## config.mk

```make
export PLATFORM = sky130hd
export DESIGN_NAME = repeat_vote_ctrl
export DESIGN_NICKNAME = d
export VERILOG_FILES = /design/src/rtl/repeat_vote_pkg.sv /design/src/rtl/majority_voter.sv /design/src/rtl/repeat_vote_ctrl.sv
export SDC_FILE = /design/constraint.sdc
export NUM_CORES = 1
export LEC_CHECK = 0
export ABC_AREA = 1
export CORE_UTILIZATION = 57
export DETAILED_ROUTE_END_ITERATION = 10
export HOLD_SLACK_MARGIN = 0.06
export PLACE_DENSITY = 0.91
export SYNTH_ARGS = -nofsm -noshare
export SYNTH_HDL_FRONTEND = slang
export SYNTH_SLANG_ARGS = --single-unit
```

## constraint.sdc

```tcl
create_clock -name clk -period 4.78 [get_ports clk]
set_clock_uncertainty 0.2 [all_clocks]
set_input_delay 0.956 -clock clk [delete_from_list [all_inputs] [get_ports clk]]
set_output_delay 0.956 -clock clk [all_outputs]
set_load 0.02 [all_outputs]
```

## src/rtl/repeat_vote_pkg.sv

```systemverilog
// Shared types and helpers for the time-redundant vote controller.
package repeat_vote_pkg;

  typedef enum logic [1:0] {
    S_IDLE    = 2'd0,
    S_FLUSH   = 2'd1,
    S_COLLECT = 2'd2,
    S_DONE    = 2'd3
  } state_t;

  function automatic int cnt_width(input int reps);
    return $clog2(reps + 1);
  endfunction

endpackage

```

## src/rtl/majority_voter.sv

```systemverilog
// Per-bit ones counters plus sample counter; vote/unanimous/samples include the sample being taken this cycle.
module majority_voter
  import repeat_vote_pkg::*;
#(
  parameter int N    = 10,
  parameter int REPS = 5,
  localparam int CW  = cnt_width(REPS)
) (
  input  logic          clk,
  input  logic          reset,
  input  logic          clear,
  input  logic          sample_en,
  input  logic [N-1:0]  data,
  output logic [N-1:0]  vote,
  output logic          unanimous,
  output logic [CW-1:0] samples
);

  logic [CW-1:0] cnt_q [N];
  logic [CW-1:0] cnt_d [N];
  logic [CW-1:0] samples_q, samples_d;

  always_comb begin
    samples_d = samples_q;
    for (int b = 0; b < N; b++) cnt_d[b] = cnt_q[b];
    if (clear) begin
      samples_d = '0;
      for (int b = 0; b < N; b++) cnt_d[b] = '0;
    end else if (sample_en) begin
      samples_d = samples_q + 1'b1;
      for (int b = 0; b < N; b++) cnt_d[b] = cnt_q[b] + CW'(data[b]);
    end
  end

  // Strict majority: ties (only possible with an even sample count) give 0.
  always_comb begin
    vote      = '0;
    unanimous = (samples_d != '0);
    for (int b = 0; b < N; b++) begin
      vote[b] = ({cnt_d[b], 1'b0} > {1'b0, samples_d});
      if ((cnt_d[b] != '0) && (cnt_d[b] != samples_d)) unanimous = 1'b0;
    end
  end

  assign samples = samples_d;

  always_ff @(posedge clk) begin
    if (reset) begin
      samples_q <= '0;
      for (int b = 0; b < N; b++) cnt_q[b] <= '0;
    end else begin
      samples_q <= samples_d;
      for (int b = 0; b < N; b++) cnt_q[b] <= cnt_d[b];
    end
  end

endmodule

```

## src/rtl/repeat_vote_ctrl.sv

```systemverilog
// Runs an unreliable datapath REPS times on one held operand pair and returns the bitwise majority.
module repeat_vote_ctrl
  import repeat_vote_pkg::*;
#(
  parameter int N       = 10,
  parameter int REPS    = 5,
  parameter int FLUSH   = 2,
  parameter int TIMEOUT = 32
) (
  input  logic         clk,
  input  logic         reset,
  input  logic         in_valid_i,
  output logic         in_ready_o,
  input  logic [N-1:0] x_i,
  input  logic [N-1:0] y_i,
  output logic [N-1:0] dp_x_o,
  output logic [N-1:0] dp_y_o,
  input  logic [N-1:0] dp_z_i,
  input  logic         dp_valid_i,
  output logic         out_valid_o,
  input  logic         out_ready_i,
  output logic [N-1:0] z_o,
  output logic         unanimous_o,
  output logic         timeout_o
);

  localparam int CW = cnt_width(REPS);
  localparam int FW = (FLUSH > 0) ? $clog2(FLUSH + 1) : 1;
  localparam int TW = (TIMEOUT > 0) ? $clog2(TIMEOUT + 1) : 1;

  state_t        state_q, state_d;
  logic [FW-1:0] flush_q;
  logic [TW-1:0] to_q;
  logic          accept, sample_en, last_sample, expire;
  logic [N-1:0]  vote;
  logic          vote_unan;
  logic [CW-1:0] samples;

  assign in_ready_o  = (state_q == S_IDLE) && !reset;
  assign out_valid_o = (state_q == S_DONE);
  assign accept      = in_valid_i && in_ready_o;
  assign sample_en   = (state_q == S_COLLECT) && dp_valid_i;
  assign last_sample = sample_en && (samples == CW'(REPS));
  // Expiry fires on the last of TIMEOUT collect cycles, as the counter reaches 0.
  assign expire      = (state_q == S_COLLECT) && (to_q <= TW'(1));

  majority_voter #(.N(N), .REPS(REPS)) u_voter (
    .clk       (clk),
    .reset     (reset),
    .clear     (accept),
    .sample_en (sample_en),
    .data      (dp_z_i),
    .vote      (vote),
    .unanimous (vote_unan),
    .samples   (samples)
  );

  always_comb begin
    state_d = state_q;
    unique case (state_q)
      S_IDLE:    if (accept) state_d = S_FLUSH;
      S_FLUSH:   if (flush_q == '0) state_d = S_COLLECT;
      S_COLLECT: if (last_sample || expire) state_d = S_DONE;
      S_DONE:    if (out_ready_i) state_d = S_IDLE;
      default:   state_d = S_IDLE;
    endcase
  end

  always_ff @(posedge clk) begin
    if (reset) begin
      state_q     <= S_IDLE;
      flush_q     <= '0;
      to_q        <= '0;
      dp_x_o      <= '0;
      dp_y_o      <= '0;
      z_o         <= '0;
      unanimous_o <= 1'b0;
      timeout_o   <= 1'b0;
    end else begin
      state_q <= state_d;
      if (accept) begin
        dp_x_o  <= x_i;
        dp_y_o  <= y_i;
        flush_q <= FW'(FLUSH);
      end else if ((state_q == S_FLUSH) && (flush_q != '0)) begin
        flush_q <= flush_q - 1'b1;
      end
      if ((state_q == S_FLUSH) && (flush_q == '0)) begin
        to_q <= TW'(TIMEOUT);
      end else if ((state_q == S_COLLECT) && (to_q != '0)) begin
        to_q <= to_q - 1'b1;
      end
      // A final sample arriving on the expiry cycle still completes the set normally.
      if ((state_q == S_COLLECT) && (state_d == S_DONE)) begin
        z_o         <= vote;
        unanimous_o <= vote_unan;
        timeout_o   <= !last_sample;
      end
    end
  end

endmodule

```

==> results.cfg <==
[sta]
slew_violations = 0
finalHoldViolCount = 0
worst_pin_slew_ns = 0.642
relSlewSlack_pct = 57.2
setup_viol = 0
rsz0062_at_grt = no
totalNegativeSetupSlack_ns = 0
finalCritPeriodShare_pct = 76.3
finalWorstPathRequiredPeriod_ns = 3.65
fmaxAchievable_mhz = 274

[worst_setup_path]
worstSetupPathType = in2reg
crit_chain = clkdlybuf4s50_1 > nand3_2 > buf_4 > nand2_1 > nand2_1 > nand2_1 > buf_4 > ha_1 > a21oi_1 > a31oi_1 > nor3_1 > nor2_1
worst_path_max_delay_cell = clkdlybuf4s50_1
worstPathArrival_ns = 3.70
start_kind = input pin
r2r_start = state_q[1]
crit_start = dp_valid_i
worstPathRequired_ns = 4.83
rrSetupSlack_ns = 1.48
cpMostUsedCell = nand2_1
crit_path_max_fanout = 37
critPathCaptureType = register
cpPeakStageDelay_ns = 0.43

[power]
peakVddDrop_mv = 0.231
p_leak_nw = 2.92
powerDensity_nw_per_um2 = 388

[global_routing]
grt_pass1_vias = 4670
grt_usage_pct = 29.4
antenna_found_initial = 0
overflow = 0
grt_max_degree = 38
grt_pass1_wl_um = 20400

[cells_and_area]
final_layout_size_suffix_gt1_share_pct = 6.19
mostFrequentLayoutCells = nand2_1, nand3_1, inv_1, dfxtp_1, nor2_1
layout.nets = 850
areaGrowthSynthToFinish_pct = 19.4
final_util_pct = 71.4
diodes = 0
fillCellCount = 637
final_common_cell = nand2_1

[yosys]
synth_area_um2 = 4700
synth_cell_type_count = 37
syn_avg_cell_area_um2 = 6.58
synth_nets = 793
ys.warnings.count = 0
yosysTopAreaCellShare_pct = 32.0
ys_ff_latch = 75
yosysTopAreaCell = dfxtp_1
synthTopCellsByArea = dfxtp_1, nand2_1, ha_1, nand3_1, inv_1
synthCells = 714
ys_seq_area_share_pct = 32.0

[die]
start_util_pct = 59.9
core_um2 = 7850
io-pin-count = 69
die-area_um2 = 8610
die_h_um = 92.8
die_x_um = 92.8
rows = 32

[cts]
clock_path_buffers = 2
cts_made_buffers = 9
cts_resized = 0
insertion_delay_ns = 0.35
numClockSinks = 75
hold_buffers = 0
cts_root_buf = clkbuf_8
clkTransAtPathRegs_ns = 0.08
cts.htree.levels = 3
cts_tree = done
cts_setup_buffers = 0

[drt]
avgViaCountPerCell = 5.66
vias = 4967
ant_nets = 0
wl_um = 12400
wire_per_inst_um = 14.1
drtPass1Iterations = 6
drc = 0
first_iter_violations = 428

[placed_design]
io_buffers = 68
gp_congestion = 0.888
place_hpwl_um = 8730

[status]
status = finished, final reports clean

[hold_path]
min_path_type = reg2reg
hp-start = dp_x_o[5]

[run]
cap_violations = 0
-- flip-flops by register name, indices dropped and copies added (netlist names) --
signal             flops
u_voter.samples_q      3
state_q                2
z_o                   10
timeout_o              1
u_voter.cnt_q         30
to_q                   6
flush_q                2
dp_y_o                10
unanimous_o            1
dp_x_o                10
-- worst max-delay path, delay by kind of cell --
kind | cells | cell delay [ns]
AND/OR/NAND/NOR | 6 | 1.19
AO/OA/AOI/OAI | 2 | 0.20
buffers and inverters | 3 | 1.11
adder cells (fa/ha/maj) | 1 | 0.21
-- cells in the mapped netlist (all sizes together) --
cell	n
ha	44
nand3	81
nand4	15
buf	25
clkbuf	5
o211a	1
or2	2
xor2	2
nor2	77
a211oi	1
nor3b	1
o31ai	1
o21bai	3
o211ai	3
dfxtp	75
xnor2	1
nand2	236
a31o	7
o21ai	20
clkinv	1
and2	2
a31oi	11
nor3	6
inv	81
a21oi	13
-- where the power goes --
group	internal (W)	total, W	switching [W]	leakage [nW]
combinational	0.000336	0.000894	0.000558	2.22
clock	0.000239	0.000489	0.000250	0.0913
sequential	0.000722	0.000790	0.0000680	0.610
-- final cells by class --
class                           instances  area [µm²]  share of cell area (%)
Clock buffer                            9         124                    2.21
Clock inverter                          6        67.6                    1.21
Inverter                               82         310                    5.53
Multi-Input combinational cell        527        2740                    48.8
Sequential cell                        75        1500                    26.8
Tap cell                              102         128                    2.28
Timing Repair Buffer                   76         741                    13.2
-- per-stage QoR --
stage                     cell area, µm²  cells  total power (W)  setup slack, ns  hold WS (ns)
after CTS                           5610    877          0.00216             1.15         0.274
after floorplan                     4700    714          0.00139             1.99         0.257
after global placement              5420    862          0.00165            0.912         0.253
after global routing                5610    877          0.00230            0.927         0.290
after detailed placement            5420    862          0.00168            0.820         0.263
final                               5610    877          0.00217             1.13         0.267
-- kinds of logic (layout without fill, tap and decap cells) --
family | count (synthesis) | count (layout) | synth area share, %
buffers and inverters | 112 | 173 | 9.80
xor gates and xnor gates | 3 | 3 | 0.560
and+or+nand+nor | 420 | 420 | 38.2
DFF | 75 | 75 | 32.0
AOI/OAI and AO/OA | 60 | 60 | 7.78
adders and majority gates | 44 | 44 | 11.7
-- worst paths after layout --
check / depth (start not counted) / end
setup / recovery: 12 / z_o[8]
hold / removal: 2 / dp_x_o[5]
setup reg to reg: 9 / z_o[3]
hold reg to reg: 2 / dp_x_o[5]
-- per-layer routing --
layer,vias to the layer above,global-route usage [%],part of all wire [%]
li1,2417,-,-
met1,2270,35.7,40
met2,243,50.2,49
met3,37,5.91,8.7
met4,0,12.2,2.3
met5,-,0,0
Power figures use the tool's default switching activity.
